<file path="src/rtl/general_pack.sv">
// Shared types and helpers for the Avalon-ST message path.
package general_pack;

    typedef enum logic {
        IDLE   = 1'b0,
        IN_MSG = 1'b1
    } msg_builder_sm_t;

    // Number of bits needed to index 'value' items (minimum 1).
    function automatic int log2up_func(input int value);
        int r;
        r = 1;
        for (int i = 1; i < 31; i++) begin
            if ((1 << i) < value) r = i + 1;
        end
        return r;
    endfunction

endpackage

</file>
<file path="src/rtl/avalon_st_if.sv">
// Avalon-ST beat bundle shared by the message path blocks.
interface avalon_st_if #(
    parameter int DATA_WIDTH_IN_BYTES = 16
);
    import general_pack::*;

    localparam int EMPTY_WIDTH = log2up_func(DATA_WIDTH_IN_BYTES);

    logic                             valid;
    logic                             rdy;
    logic                             sop;
    logic                             eop;
    logic [DATA_WIDTH_IN_BYTES*8-1:0] data;
    logic [EMPTY_WIDTH-1:0]           empty;

    modport master (output valid, data, sop, eop, empty, input rdy);
    modport slave  (input valid, data, sop, eop, empty, output rdy);

endinterface

</file>
<file path="src/rtl/avalon_len_calc.sv">
// Converts a byte length into a beat count and the empty-byte count of the last beat.
module avalon_len_calc
    import general_pack::*;
#(
    parameter int DATA_WIDTH_IN_BYTES = 16,
    parameter int LEN_WIDTH           = 16,
    localparam int LOG2_W             = log2up_func(DATA_WIDTH_IN_BYTES),
    localparam int BEATS_WIDTH        = LEN_WIDTH - LOG2_W + 1
) (
    input  logic [LEN_WIDTH-1:0]   msg_len,
    output logic [BEATS_WIDTH-1:0] beats,
    output logic [LOG2_W-1:0]      last_empty
);

    logic [LOG2_W-1:0]           rem;
    logic [LEN_WIDTH-LOG2_W-1:0] whole;

    assign rem   = msg_len[LOG2_W-1:0];
    assign whole = msg_len[LEN_WIDTH-1:LOG2_W];

    // A partial trailing word costs one extra beat.
    assign beats = {1'b0, whole} + BEATS_WIDTH'(|rem);

    // (W - rem) mod W is the two's complement of rem in LOG2_W bits.
    assign last_empty = '0 - rem;

endmodule

</file>
<file path="src/rtl/avalon_msg_builder.sv">
// Transmit-side Avalon-ST framer: length in, raw words in, framed message out.
// Optional build macro: AVALON_MSG_BUILDER_LEN_PREFETCH_EN (one-entry length
// holding register for zero-bubble back-to-back messages).
module avalon_msg_builder
    import general_pack::*;
#(
    parameter int DATA_WIDTH_IN_BYTES = 16,
    parameter int LEN_WIDTH           = 16
) (
    input  logic                 clk,
    input  logic                 rst,
    input  logic [LEN_WIDTH-1:0] msg_len,
    input  logic                 len_valid,
    output logic                 len_rdy,
    avalon_st_if.slave           raw_data,
    avalon_st_if.master          msg_out,
    output logic                 busy,
    output logic                 zero_len_indi
);

    localparam int LOG2_W      = log2up_func(DATA_WIDTH_IN_BYTES);
    localparam int BEATS_WIDTH = LEN_WIDTH - LOG2_W + 1;

    msg_builder_sm_t        state, state_nxt;
    logic [BEATS_WIDTH-1:0] beats_left, beats_left_nxt, in_beats;
    logic [LOG2_W-1:0]      last_empty, last_empty_nxt, in_empty;
    logic                   first, first_nxt;
    logic                   len_acc, len_zero, xfer, last_beat;
    logic                   unused_raw;

    // Framing fields on the raw stream carry no meaning here.
    assign unused_raw = ^{raw_data.sop, raw_data.eop, raw_data.empty};

    avalon_len_calc #(
        .DATA_WIDTH_IN_BYTES(DATA_WIDTH_IN_BYTES),
        .LEN_WIDTH          (LEN_WIDTH)
    ) u_len_calc (
        .msg_len   (msg_len),
        .beats     (in_beats),
        .last_empty(in_empty)
    );

`ifdef AVALON_MSG_BUILDER_LEN_PREFETCH_EN
    logic                   hold_valid, hold_valid_nxt;
    logic [LEN_WIDTH-1:0]   hold_len, hold_len_nxt;
    logic [BEATS_WIDTH-1:0] hold_beats;
    logic [LOG2_W-1:0]      hold_empty;

    avalon_len_calc #(
        .DATA_WIDTH_IN_BYTES(DATA_WIDTH_IN_BYTES),
        .LEN_WIDTH          (LEN_WIDTH)
    ) u_hold_calc (
        .msg_len   (hold_len),
        .beats     (hold_beats),
        .last_empty(hold_empty)
    );

    assign len_rdy = ~hold_valid;
`else
    assign len_rdy = (state == IDLE);
`endif

    assign len_acc   = len_valid & len_rdy;
    assign len_zero  = (msg_len == '0);
    assign last_beat = (beats_left == BEATS_WIDTH'(1));
    assign xfer      = (state == IN_MSG) & raw_data.valid & msg_out.rdy;
    assign busy      = (state == IN_MSG);

    // Next-state logic: length capture, per-transfer beat countdown, message chaining.
    always_comb begin
        state_nxt      = state;
        beats_left_nxt = beats_left;
        last_empty_nxt = last_empty;
        first_nxt      = first;
`ifdef AVALON_MSG_BUILDER_LEN_PREFETCH_EN
        hold_valid_nxt = hold_valid;
        hold_len_nxt   = hold_len;
`endif
        case (state)
            IDLE: begin
                if (len_acc && !len_zero) begin
                    state_nxt      = IN_MSG;
                    beats_left_nxt = in_beats;
                    last_empty_nxt = in_empty;
                    first_nxt      = 1'b1;
                end
            end
            IN_MSG: begin
                if (xfer) begin
                    beats_left_nxt = beats_left - BEATS_WIDTH'(1);
                    first_nxt      = 1'b0;
                    if (last_beat) begin
`ifdef AVALON_MSG_BUILDER_LEN_PREFETCH_EN
                        if (hold_valid) begin
                            beats_left_nxt = hold_beats;
                            last_empty_nxt = hold_empty;
                            first_nxt      = 1'b1;
                            hold_valid_nxt = 1'b0;
                        end else if (len_acc && !len_zero) begin
                            // Length arriving on the eop cycle goes straight to the live registers.
                            beats_left_nxt = in_beats;
                            last_empty_nxt = in_empty;
                            first_nxt      = 1'b1;
                        end else begin
                            state_nxt = IDLE;
                        end
`else
                        state_nxt = IDLE;
`endif
                    end
                end
`ifdef AVALON_MSG_BUILDER_LEN_PREFETCH_EN
                if (len_acc && !len_zero && !(xfer && last_beat)) begin
                    hold_valid_nxt = 1'b1;
                    hold_len_nxt   = msg_len;
                end
`endif
            end
            default: state_nxt = IDLE;
        endcase
    end

    // Output logic: pass-through with framing, fields qualified by valid, eop bytes cleaned.
    always_comb begin
        msg_out.valid = 1'b0;
        msg_out.sop   = 1'b0;
        msg_out.eop   = 1'b0;
        msg_out.empty = '0;
        msg_out.data  = '0;
        raw_data.rdy  = 1'b0;
        if (state == IN_MSG) begin
            msg_out.valid = raw_data.valid;
            raw_data.rdy  = msg_out.rdy;
            if (raw_data.valid) begin
                msg_out.sop   = first;
                msg_out.eop   = last_beat;
                msg_out.empty = last_beat ? last_empty : '0;
                for (int i = 0; i < DATA_WIDTH_IN_BYTES; i++) begin
                    msg_out.data[8*i +: 8] = (last_beat && (i < int'(last_empty))) ?
                                             8'h00 : raw_data.data[8*i +: 8];
                end
            end
        end
    end

    // State and message-context registers.
    always_ff @(posedge clk or negedge rst) begin
        if (!rst) begin
            state         <= IDLE;
            beats_left    <= '0;
            last_empty    <= '0;
            first         <= 1'b0;
            zero_len_indi <= 1'b0;
`ifdef AVALON_MSG_BUILDER_LEN_PREFETCH_EN
            hold_valid    <= 1'b0;
            hold_len      <= '0;
`endif
        end else begin
            state         <= state_nxt;
            beats_left    <= beats_left_nxt;
            last_empty    <= last_empty_nxt;
            first         <= first_nxt;
            zero_len_indi <= len_acc & len_zero;
`ifdef AVALON_MSG_BUILDER_LEN_PREFETCH_EN
            hold_valid    <= hold_valid_nxt;
            hold_len      <= hold_len_nxt;
`endif
        end
    end

endmodule

</file>
<file path="src/flat_wrapper.sv">
// flat-port wrapper written by rule: the top's interface ports become plain ports
module avalon_msg_builder_flat import general_pack::*;
#(
    parameter int DATA_WIDTH_IN_BYTES = 16,
    parameter int LEN_WIDTH           = 16
)
  (clk, rst, msg_len, len_valid, len_rdy, busy, zero_len_indi, raw_data_valid, raw_data_data, raw_data_sop, raw_data_eop, raw_data_empty, raw_data_rdy, msg_out_valid, msg_out_data, msg_out_sop, msg_out_eop, msg_out_empty, msg_out_rdy);
  avalon_st_if #(.DATA_WIDTH_IN_BYTES(DATA_WIDTH_IN_BYTES)) raw_data_i ();
  avalon_st_if #(.DATA_WIDTH_IN_BYTES(DATA_WIDTH_IN_BYTES)) msg_out_i ();
  input  logic clk;
  input  logic rst;
  input  logic [LEN_WIDTH-1:0] msg_len;
  input  logic len_valid;
  output logic len_rdy;
  output logic busy;
  output logic zero_len_indi;
  input wire logic [$bits(raw_data_i.valid)-1:0] raw_data_valid;
  input wire logic [$bits(raw_data_i.data)-1:0] raw_data_data;
  input wire logic [$bits(raw_data_i.sop)-1:0] raw_data_sop;
  input wire logic [$bits(raw_data_i.eop)-1:0] raw_data_eop;
  input wire logic [$bits(raw_data_i.empty)-1:0] raw_data_empty;
  output wire logic [$bits(raw_data_i.rdy)-1:0] raw_data_rdy;
  output wire logic [$bits(msg_out_i.valid)-1:0] msg_out_valid;
  output wire logic [$bits(msg_out_i.data)-1:0] msg_out_data;
  output wire logic [$bits(msg_out_i.sop)-1:0] msg_out_sop;
  output wire logic [$bits(msg_out_i.eop)-1:0] msg_out_eop;
  output wire logic [$bits(msg_out_i.empty)-1:0] msg_out_empty;
  input wire logic [$bits(msg_out_i.rdy)-1:0] msg_out_rdy;
  assign raw_data_i.valid = raw_data_valid;
  assign raw_data_i.data = raw_data_data;
  assign raw_data_i.sop = raw_data_sop;
  assign raw_data_i.eop = raw_data_eop;
  assign raw_data_i.empty = raw_data_empty;
  assign raw_data_rdy = raw_data_i.rdy;
  assign msg_out_valid = msg_out_i.valid;
  assign msg_out_data = msg_out_i.data;
  assign msg_out_sop = msg_out_i.sop;
  assign msg_out_eop = msg_out_i.eop;
  assign msg_out_empty = msg_out_i.empty;
  assign msg_out_i.rdy = msg_out_rdy;
  avalon_msg_builder #(.DATA_WIDTH_IN_BYTES(DATA_WIDTH_IN_BYTES), .LEN_WIDTH(LEN_WIDTH)) u_core (.clk(clk), .rst(rst), .msg_len(msg_len), .len_valid(len_valid), .len_rdy(len_rdy), .raw_data(raw_data_i), .msg_out(msg_out_i), .busy(busy), .zero_len_indi(zero_len_indi));
endmodule
</file>
<file path="config.mk">
export PLATFORM = sky130hd
export DESIGN_NAME = avalon_msg_builder_flat
export DESIGN_NICKNAME = d
export VERILOG_FILES = /design/src/rtl/general_pack.sv /design/src/rtl/avalon_st_if.sv /design/src/rtl/avalon_len_calc.sv /design/src/rtl/avalon_msg_builder.sv /design/src/flat_wrapper.sv
export SDC_FILE = /design/constraint.sdc
export NUM_CORES = 1
export LEC_CHECK = 0
export ABC_AREA = 0
export BUFFER_PORTS_ARGS = -buffer_cell sky130_fd_sc_hd__buf_2
export CORE_AREA = 5 5 112 114
export CTS_CLUSTER_DIAMETER = 50
export DETAILED_ROUTE_END_ITERATION = 8
export DIE_AREA = 0 0 117 119
export SLEW_MARGIN = 20
export SYNTH_ARGS = -nofsm -noshare
export SYNTH_HDL_FRONTEND = slang
export SYNTH_SLANG_ARGS = --single-unit
export TNS_END_PERCENT = 20
</file>
<file path="constraint.sdc">
create_clock -name clk -period 2.9 [get_ports clk]
set_input_delay 0.435 -clock clk [delete_from_list [all_inputs] [get_ports clk]]
set_output_delay 0.435 -clock clk [all_outputs]
set_load 0.05 [all_outputs]
</file>
# [Word level (Yosys, flattened, before mapping)]
# Cells that the tools add are included.
[word_totals] reg_bits=20
[classes] reduce_logical=21 addsub=3 n_eq_ne=3 muxes=36 magnitude_cmp=15 n_bitwise=5
[ops] operator="128-bit 2-to-1 mux" count=2
[ops] operator="8-bit 2-to-1 mux" count=15
[ops] operator="4-bit less-than comparator, first input constant" count=7
[ops] operator="13-bit 2-to-1 mux" count=2
[ops] operator="13-bit one-hot mux with 2 select lines" count=1
[ops] operator="1-bit logical AND" count=16
[ops] operator="16-bit zero test" count=1
[ops] operator="3-bit by 4-bit less-than comparator with 1-bit output, first input constant" count=4
[ops] operator="12-bit by 1-bit adder with 13-bit output" count=1
[ops] operator="13-bit by 1-bit == test with 1-bit output, second input constant" count=1
[ops] operator="13-bit by 1-bit subtractor with 13-bit output, second input constant" count=1
[ops] operator="4-bit 2-to-1 mux" count=3
[ops] operator="1-bit 2-to-1 mux" count=11
[ops] operator="1-bit by 4-bit less-than comparator with 1-bit output, first input constant" count=2
[ops] operator="2-bit by 4-bit less-than comparator with 1-bit output, first input constant" count=2
[ops] operator="1-bit bitwise AND" count=4
[ops] operator="2-bit != test, second input constant" count=2
[ops] operator="1-bit one-hot mux with 2 select lines" count=2
[ops] operator="2-bit AND reduction" count=2
[ops] operator="4-bit OR reduction" count=1
[ops] operator="1-bit by 4-bit subtractor with 4-bit output, first input constant" count=1
[ops] operator="1-bit zero test" count=1
[ops] operator="1-bit inverter" count=1

# [Longest topological paths before layout]
# Gate-level depths: netlist of run 1.
[logic_depth] depth_word=5 ltp_mapped=11 mapped_depth_nobuf=11

# [By module]
# A second synthesis of run 1 with hierarchy kept.
[unflattened] hier_cells=369 area_unflattened_um2=2680.1
[by_module_without_submodules] module="avalon_msg_builder" seq_area_each_um2=500.5 cells_per_inst=328 instances=1 area_per_inst_um2=2389.8
[by_module_without_submodules] module="avalon_len_calc" seq_area_each_um2=0.0 cells_per_inst=41 instances=1 area_per_inst_um2=290.3

# [Worst setup path after synthesis of run 1]
# No wires, ideal clock.
[synth_timing] path_kind="register to output" start="register u_core.state, in the netlist u_core.busy" end="output msg_out_data[27]" slack_ps=284 t_required_ps=2465 t_arrival_ps=2181 stages_incl_launch_ff=5 path_cell_list="dfrtp_1 nand2_1 inv_1 clkbuf_1 and3_1"
[synth_between] elab_chain_len=1
[synth_lines] element="start, declared" line="avalon_msg_builder.sv:24" rtl="msg_builder_sm_t state, state_nxt;"
[synth_lines] element="start signal, assigned" line="avalon_msg_builder.sv:159" rtl="state <= state_nxt;"
[synth_lines] element="128-bit 2-to-1 mux" line="avalon_msg_builder.sv:131" rtl="if (state == IN_MSG) begin"
[synth_lines] element="end, declared" line="flat_wrapper.sv:24" rtl="output wire logic [$bits(msg_out_i.data)-1:0] msg_out_data;"
# Every way passes these cells.

# [Final worst setup path of run 1]
[layout_timing] start="register u_core.beats_left[1]" end="output msg_out_data[94]"
[layout_between] elab_chain_len=5
[layout_lines] element="start, declared" line="avalon_msg_builder.sv:25" rtl="logic [BEATS_WIDTH-1:0] beats_left, beats_left_nxt, in_beats;"
[layout_lines] element="start signal, assigned" line="avalon_msg_builder.sv:160" rtl="beats_left <= beats_left_nxt;"
[layout_lines] element="13-bit by 1-bit == test with 1-bit output" line="avalon_msg_builder.sv:65" rtl="assign last_beat = (beats_left == BEATS_WIDTH'(1));"
[layout_lines] element="1-bit logical AND" line="avalon_msg_builder.sv:139" rtl="msg_out.data[8*i +: 8] = (last_beat && (i < int'(last_empty))) ?"
[layout_lines] element="8-bit 2-to-1 mux" line="avalon_msg_builder.sv:139"
[layout_lines] element="128-bit 2-to-1 mux" line="avalon_msg_builder.sv:134" rtl="if (raw_data.valid) begin"
[layout_lines] element="128-bit 2-to-1 mux" line="avalon_msg_builder.sv:131"
# Every way passes these cells.

==> results.txt, run 1 <==
- The detail route stage leaves a number of antenna-violating nets equal to 0.
- The first global-routing pass estimated 20.1 mm of wire.
- The net count of the finished layout is 780.
* Number of vias in the routed layout: 3640
- Leading register cell type out of synthesis: dfrtp_1
* Port-buffer cells: 287
* Std cell rows: 39
- Post-placement setup slack: 0.289 ns
- Clock tree synthesis selected as its root buffer the cell clkbuf_16.
* Seq. cell area: 500 sq um
- Critical Path, Cell by Cell: inv_1 > ha_1 > nor3b_1 > and4_1 > and3_1 > nor2_1 > and2_1 > buf_2
* Number of clock buffers inserted by TritonCTS: 3
- Cell Count, Final, Fillers Out: 761
- Leakage power of the design: 0.00242 uW
- Per-cell routed wire length: 18.8 microns
* Setup slack, reg-to-reg: 0.59 ns
* Number of diodes added for antenna fixing: 0
- The number of global-route vias before repair was 3529.
- For this design the ratio of total power to cell area is 512 nW/um^2.
- The wire-length estimate of the detail-placed layout is 12.5 mm.
* Arrival @ worst endpoint: 2.37 ns
- After routing, the total negative slack on setup checks comes to 0 ns.
- The mapped netlist covers 2460 sq um.
* Endpoint required time on the critical path: 2.47 ns
* Number of enable-type register cells in the synthesized netlist: 0
- Growth of design area from synthesis to finish: 73.1%
- The final critical path takes up 96.8% of the cycle.
* Width of the die: 117 microns
- After detailed routing, the number of remaining DRC violations is 0.
* Global route total overflow: 0
- Global routing consumed, over all layers together, 18.7% of the routing resources.
- Total number of clock tree sinks: 20
* Maximum number of pins on one net before global-route repair: 39
- Number of detailed-routing iterations run before antenna repair: 5
- Final hold analysis gives a worst-case slack of 0.126 ns.
* Via density per instance: 4.78
* Std-Cell Core Area: 11300 sq um
* Filler cell count in the final layout: 1181
- The final-report max-slew violation count was 0.
- Number of setup violations in the final report: 0
* Crit Path Category: reg2out
- After synthesis, the share of flip-flops with an asynchronous set or reset is 100%.
* Max Clock Skew: 0.00177 ns
- Highest-delay cell along the critical path: dfrtp_1
- Die Height: 119 microns
- In the final layout, the multi-input gates occupy 1870 sq um.
- Combinational logic is responsible for 58.9% of the overall power.
- Final total power: 2180 uW
- In this run the worst path has a maximum fanout of 8.
- At the pin with the least slew margin, the transition time is 0.673 ns.
* First DRT Iteration DRCs: 211
* Share of synthesized area occupied by flip-flops and latches: 20.3%
- Counting every instance in the synthesized netlist gives 332.
- In this run, the clock network consumes 17.8% of the power.
- For the finished layout, the period the worst path requires is 2.81 ns.
- Together, buffers and inverters on the worst path number 2.
- VDD sags by at most 0.000247 V.
- The number of hold buffers added after CTS was 0.
* Number of ports placed on the die boundary: 294
- The later pin in the worst-skew pair is clocked with a latency of 0.25 ns.
* Placed cell count: 757
- FF-to-FF path depth: 6
* F_max: 0.356 GHz
- The tightest min-delay check is of the in2async type.
- Dividing the synthesized area by the synthesized cell count gives 7.41 sq um.
- Final RePlAce weighted congestion: 0.945
* Synthesized netlist net count: 493
- The worst setup path is launched from a flop.
- Initial antenna violation count: 2
* RR Startpoint: u_core.busy
- Hold Fails Final Rpt: 0
* Yosys warning total: 0
- The largest single stage delay on the critical path is 0.39 ns.
- Top cell family by delay on the critical path: simple AND/OR/NAND/NOR gates
- Relative max-transition margin: 55.0%
* Clk buf depth: 2
- The synthesized netlist contains 47 unique library cells.
- RSZ-0062 raised after global routing: true
- Post-synthesis sequential element count: 20
- The worst setup path is captured at an output port.
- Worst setup slack after layout: 0.0919 ns
- Relative contribution of sequential cells to total power: 23.3%
- Status: complete, no violations
- Clock-pin slew was measured on the worst setup and hold paths at 0.06 ns.
- The worst register-to-register path ends at u_core.beats_left[4].
* Clock tree from TritonCTS: built
- Cell-internal power: 1080 uW
- Once the floorplan was initialized, standard cells occupied 21.7% of the core.
- Layout cell share with drive strength beyond 1: 52.8%
- The die covers 13900 sq um.
- Across the run, the number of max-cap violations was 0.
* Switching part of the total power: 50.6%
- The analysis attributes to net switching a power of 1100 uW.
- Total detailed-routing wirelength: 14.3 mm
* H-tree Lvls: 1
## power by group through the flow
stage	clock (uW)	combinational [uW]	sequential, uW
2_1_floorplan	0	920	464
6_report	387	1280	509
3_3_place_gp	0	1250	503
3_5_place_dp	0	1260	512
5_1_grt	404	1370	527
4_1_cts	395	1270	508
## registers in the layout, summed over array words and instances (netlist names)
| signal | count |
|---|---|
| u_core.first | 1 |
| u_core.zero_len_indi | 1 |
| u_core.busy | 1 |
| u_core.beats_left | 13 |
| u_core.last_empty | 4 |
## worst max-delay path by stage
stage | end | startpoint | cells past startpoint | slack [ns]
6_report | msg_out_data[94] | u_core.beats_left[1] | 8 | 0.09
5_1_grt | msg_out_data[94] | u_core.beats_left[1] | 8 | -0.07
4_1_cts | msg_out_data[26] | u_core.beats_left[1] | 8 | 0.02
3_5_place_dp | msg_out_data[17] | u_core.beats_left[1] | 8 | 0.29
3_3_place_gp | msg_out_data[71] | u_core.beats_left[1] | 8 | 0.33
2_1_floorplan | msg_out_data[27] | u_core.busy | 4 | 0.28
## metrics by stage
step | util [%] | area (sq um)
detailed placement | 36.3 | 4110
CTS | 37.3 | 4220
global placement | 36.3 | 4110
floorplan | - | 2460
finish | 37.6 | 4260
global route | 37.6 | 4260
## cell families (layout without fill, tap and decap cells)
family                   after synthesis  after routing  share of synthesized area (%)
AO/OA/AOI/OAI                         61             61                           15.4
XOR/XNOR                              10             10                           3.56
adder cells (fa/ha/maj)                6              6                           3.05
buffers and inverters                 23            309                           5.19
flip-flops                            20             20                           20.3
multiplexers                           5              5                           2.24
AND/OR/NAND/NOR                      207            207                           50.2
## cell usage after synthesis (2+ instances only)
master,n,share of area [%]
a21o_1,5,1.5
a21oi_1,22,4.5
a31oi_1,4,1.0
and2_1,115,29
and3_1,23,5.8
and4_1,3,1.1
buf_2,3,0.61
clkbuf_1,8,1.2
clkbuf_8,3,1.7
dfrtp_1,20,20
ha_1,6,3.1
inv_1,7,1.1
mux2_2,4,1.8
nand2_1,17,2.6
nand2b_1,2,0.51
nand3_1,6,1.2
nand4_1,2,0.51
nor2_1,11,1.7
nor3_1,9,1.8
nor3b_1,3,0.92
nor4_1,4,1.0
o21ai_0,14,2.8
o21ai_1,2,0.41
o22ai_1,3,0.76
o311a_1,2,0.81
or2_2,3,0.76
or3_1,2,0.51
or4_1,2,0.61
xnor2_1,6,2.1
xor2_1,4,1.4
## what timing repair did
action | 4_1_cts | 5_1_grt
endpoints found under the setup margin | 1 | 94
resized for setup | 1 | 11
buffers inserted | 0 | 0
pin swaps | 0 | 0
## layout by cell type (no fill, tap or decap), types with 5 or more instances in the layout
cell     count
and2_1     114
xnor2_1      6
ha_1         6
a21oi_2      9
buf_4       10
nand3_1      6
nor3_1       9
nor2_1      11
a21o_1       5
o21ai_0     13
dfrtp_1     20
and3_1      23
buf_2      283
nand2_1     17
inv_1        7
a21oi_1     13
## layout make-up
type / instances / share of cell area (%)
Inverter: 8 / 0.705
Timing Repair Buffer: 297 / 36.9
Sequential cell: 20 / 11.7
Multi-Input combinational cell: 289 / 44.0
Tap cell: 143 / 4.20
Clock inverter: 1 / 0.705
Clock buffer: 3 / 1.76
## metal layers
metal | routed length [microns] | global-route usage [%] | up-vias
met1 | 5800 | 24.5 | 1651
met3 | 1830 | 6.09 | 32
met2 | 6310 | 29.3 | 234
met4 | 383 | 5.38 | 4
li1 | - | - | 1719
met5 | 24 | 0 | -
Power figures use the tool's default switching activity.
==> run 2: changes to the inputs <==
--- a/config.mk
+++ b/config.mk
@@ -7,10 +7,10 @@
 export LEC_CHECK = 0
 export ABC_AREA = 0
 export BUFFER_PORTS_ARGS = -buffer_cell sky130_fd_sc_hd__buf_2
-export CORE_AREA = 5 5 112 114
+export CORE_AREA = 5 5 111 113
 export CTS_CLUSTER_DIAMETER = 50
 export DETAILED_ROUTE_END_ITERATION = 8
-export DIE_AREA = 0 0 117 119
+export DIE_AREA = 0 0 116 118
 export SLEW_MARGIN = 20
 export SYNTH_ARGS = -nofsm -noshare
 export SYNTH_HDL_FRONTEND = slang
==> results.txt, run 2 (synthesized netlist as in run 1, its figures left out) <==
* Status: complete, no violations (unchanged)
- The sum of net half-perimeters after detailed placement is 12.6 mm (was 12.5 mm).
* Area enclosed by the die boundary: 13700 sq um (was 13900 sq um)
- Root buf cell: clkbuf_16 (unchanged)
* Growth of design area from synthesis to finish: 72.6% (was 73.1%)
- The max-cap violation count is 0 (unchanged).
* Period minus WS final: 2.78 ns (was 2.81 ns)
- The overall die width came to 116 microns (was 117 microns).
- Utilization of the core after routing: 37.9% (was 37.6%)
- The initial core utilization came to 21.9% (was 21.7%).
* H-tree Lvls: 1 (unchanged)
- Number of vias in the routed layout: 3517 (was 3640)
- Period utilization: 95.9% (was 96.8%)
* Accumulated negative setup slack: 0 ns (unchanged)
* Crit Path Max Fanout: 8 (unchanged)
- The final number of setup-violating endpoints came to 0 (unchanged).
- RSZ-0062 raised after global routing: false (was true).
- Power Density: 505 nW/um^2 (was 512 nW/um^2)
- Final RePlAce weighted congestion: 0.912 (was 0.945)
* Arrival @ worst endpoint: 2.35 ns (was 2.37 ns)
* Count of buffers added by post-CTS timing repair for setup: 0 (unchanged)
* Worst skew pair latency: 0.26 ns (was 0.25 ns)
- Biggest registers after layout: u_core.beats_left (13), u_core.last_empty (4) (unchanged).
- The share of cells above drive strength 1 was 52.3% (was 52.8%).
- Critical Path, Cell by Cell: inv_1 > ha_1 > nor3b_1 > and4_4 > and2_2 > a31oi_1 > buf_4 > and2_1 > buf_2 (was inv_1 > ha_1 > nor3b_1 > and4_1 > and3_1 > nor2_1 > and2_1 > buf_2).
- Final total power: 2150 uW (was 2180 uW)
* Crit Path Category: reg2out (unchanged)
* Wire length of the first global-routing pass: 20.5 mm (was 20.1 mm)
- Relative max-transition margin: 61.5% (was 55.0%)
- Number of global-route vias before repair: 3492 (was 3529)
* Maximum number of pins on one net before global-route repair: 39 (unchanged)
- Slew of the pin with the lowest slew margin: 0.576 ns (was 0.673 ns)
* Max Clock Skew: 0.00229 ns (was 0.00177 ns)
* Number of detailed-routing iterations run before antenna repair: 4 (was 5)
- The delay contributed by the slowest stage of the critical path came to 0.40 ns (was 0.39 ns).
- Hold Fails Final Rpt: 0 (unchanged)
* Maximum resistive drop on vdd: 0.000258 V (was 0.000247 V)
* Std-Cell Core Area: 11200 sq um (was 11300 sq um)
- The final antenna-violating net count is 0 (unchanged).
- The number of clock sinks seen by CTS came to 20 (unchanged).
* All-Layer GR Usage: 19.4% (was 18.7%)
* Clk slew on worst S/H paths: 0.06 ns (about the same)
- Clock tree from TritonCTS: built (unchanged)
* First DRT Iteration DRCs: 161 (was 211)
- Most frequent cells in the layout: buf_2, and2_1, and3_1, dfrtp_1 (was buf_2, and2_1, and3_1, dfrtp_1, nand2_1)
- The overall routed net length came to 14.1 mm (was 14.3 mm).
* Die Height: 118 microns (was 119 microns)
* Clk buf depth: 2 (unchanged)
* Top cell family by delay on the critical path: simple AND/OR/NAND/NOR gates (unchanged)
* Port-buffer cells: 287 (unchanged)
* Commonest non-fill, non-tap cell in the layout: buf_2 (unchanged)
- Element type at the critical path start: flop (unchanged)
- The number of buffers inserted during clock tree synthesis is 3 (unchanged).
* Kind of capture point of the worst setup path: output port (unchanged)
- The number of antenna violations at the first check in global routing was 2 (unchanged).
- Per-cell routed wire length: 18.5 microns (was 18.8 microns)
- DRC violations left: 0 (unchanged)
- The cell with the largest stage delay on the worst path was dfrtp_1 (unchanged).
* Via density per instance: 4.59 (was 4.78)
* Std cell rows: 39 (unchanged)
* Setup slack, reg-to-reg: 0.63 ns (was 0.59 ns)
* Flip-flop count of the largest register after layout: 13 (unchanged)
- Global route total overflow: 0 (unchanged)
- The count of buffer and inverter cells on the critical path is 3 (was 2).
* Endpoint required time on the critical path: 2.47 ns (about the same)
- The final-report max-slew violation count came to 0 (unchanged).
- Leakage power of the design: 0.00242 uW (about the same)
- Biggest register: u_core.beats_left (unchanged)
- Nets@finish: 782 (was 780)
- Number of ports placed on the die boundary: 294 (unchanged)
* F_max: 0.359 GHz (was 0.356 GHz)
* Worst hold path type: in2async (unchanged)
run 2: changes by cell type in the layout (fill, tap and decap cells not counted):
| cell | previous run | this run |
|---|---|---|
| a31oi_1 | 3 | 4 |
| and4_4 | 0 | 1 |
| buf_2 | 283 | 284 |
| and4_1 | 3 | 2 |
| a31oi_2 | 1 | 0 |
| diode_2 | 0 | 3 |
| buf_12 | 4 | 3 |
| a21oi_1 | 13 | 17 |
| a21oi_2 | 9 | 5 |
| buf_4 | 10 | 12 |
run 2: path summary, 6_finish.rpt:
path / cells past startpoint / from / endpoint
hold / removal: 1 / rst / u_core.zero_len_indi
min in group clk: 2 / msg_len[0] / u_core.last_empty[0]
setup reg to reg: 7 / u_core.beats_left[0] / u_core.beats_left[8]
hold reg to reg: 1 / u_core.first / u_core.first
setup / recovery: 9 / u_core.beats_left[1] / msg_out_data[110]
max in group asynchronous: 1 / rst / u_core.first
run 2: cell type report:
class	count	area, sq um
flip-flops and latches	20	500
inverters	8	30.0
clock buffers	3	75.1
clock inverters	1	30.0
multi-input cells	289	1860
well taps	143	179
diodes	3	7.51
fillers	1182	6970
repair buffers	299	1570
run 2: through the flow:
step | area [sq um] | cells | hold slack [ns] | setup slack [ns]
2_1_floorplan | 2460 | 332 | 0.139 | 0.284
3_3_place_gp | 4110 | 759 | 0.415 | 0.328
3_5_place_dp | 4110 | 759 | 0.422 | 0.219
4_1_cts | 4220 | 763 | 0.146 | -0.00345
5_1_grt | 4240 | 764 | 0.165 | 0.0120
6_report | 4250 | 766 | 0.119 | 0.118
run 2: metal layers:
metal,vias to the layer above,share of wire [%],global-route usage (%)
met1,1602,38,21.5
met3,12,9.4,5.19
met4,2,0.97,2.83
met2,177,52,36.9
met5,-,0.092,0
li1,1724,-,-
run 2: repair_timing:
item	4_1_cts	5_1_grt
hold endpoints to repair	0	0
gates resized for setup	2	7
cloned	0	0
hold buffers	0	0
endpoints found under the setup margin	12	80
run 2: worst reg2reg max path, stage by stage, from the launching register on:
cell     delay [ns]
dfrtp_1        0.42
inv_1          0.10
ha_1           0.18
or3b_2         0.51
or4_1          0.45
nor3_1         0.26
nand3_1        0.11
o311a_1        0.13
run 2: power by group:
part	total, uW	internal (uW)	switching (uW)
Sequential	540	378	162
Clock	390	274	116
Combinational	1220	410	805
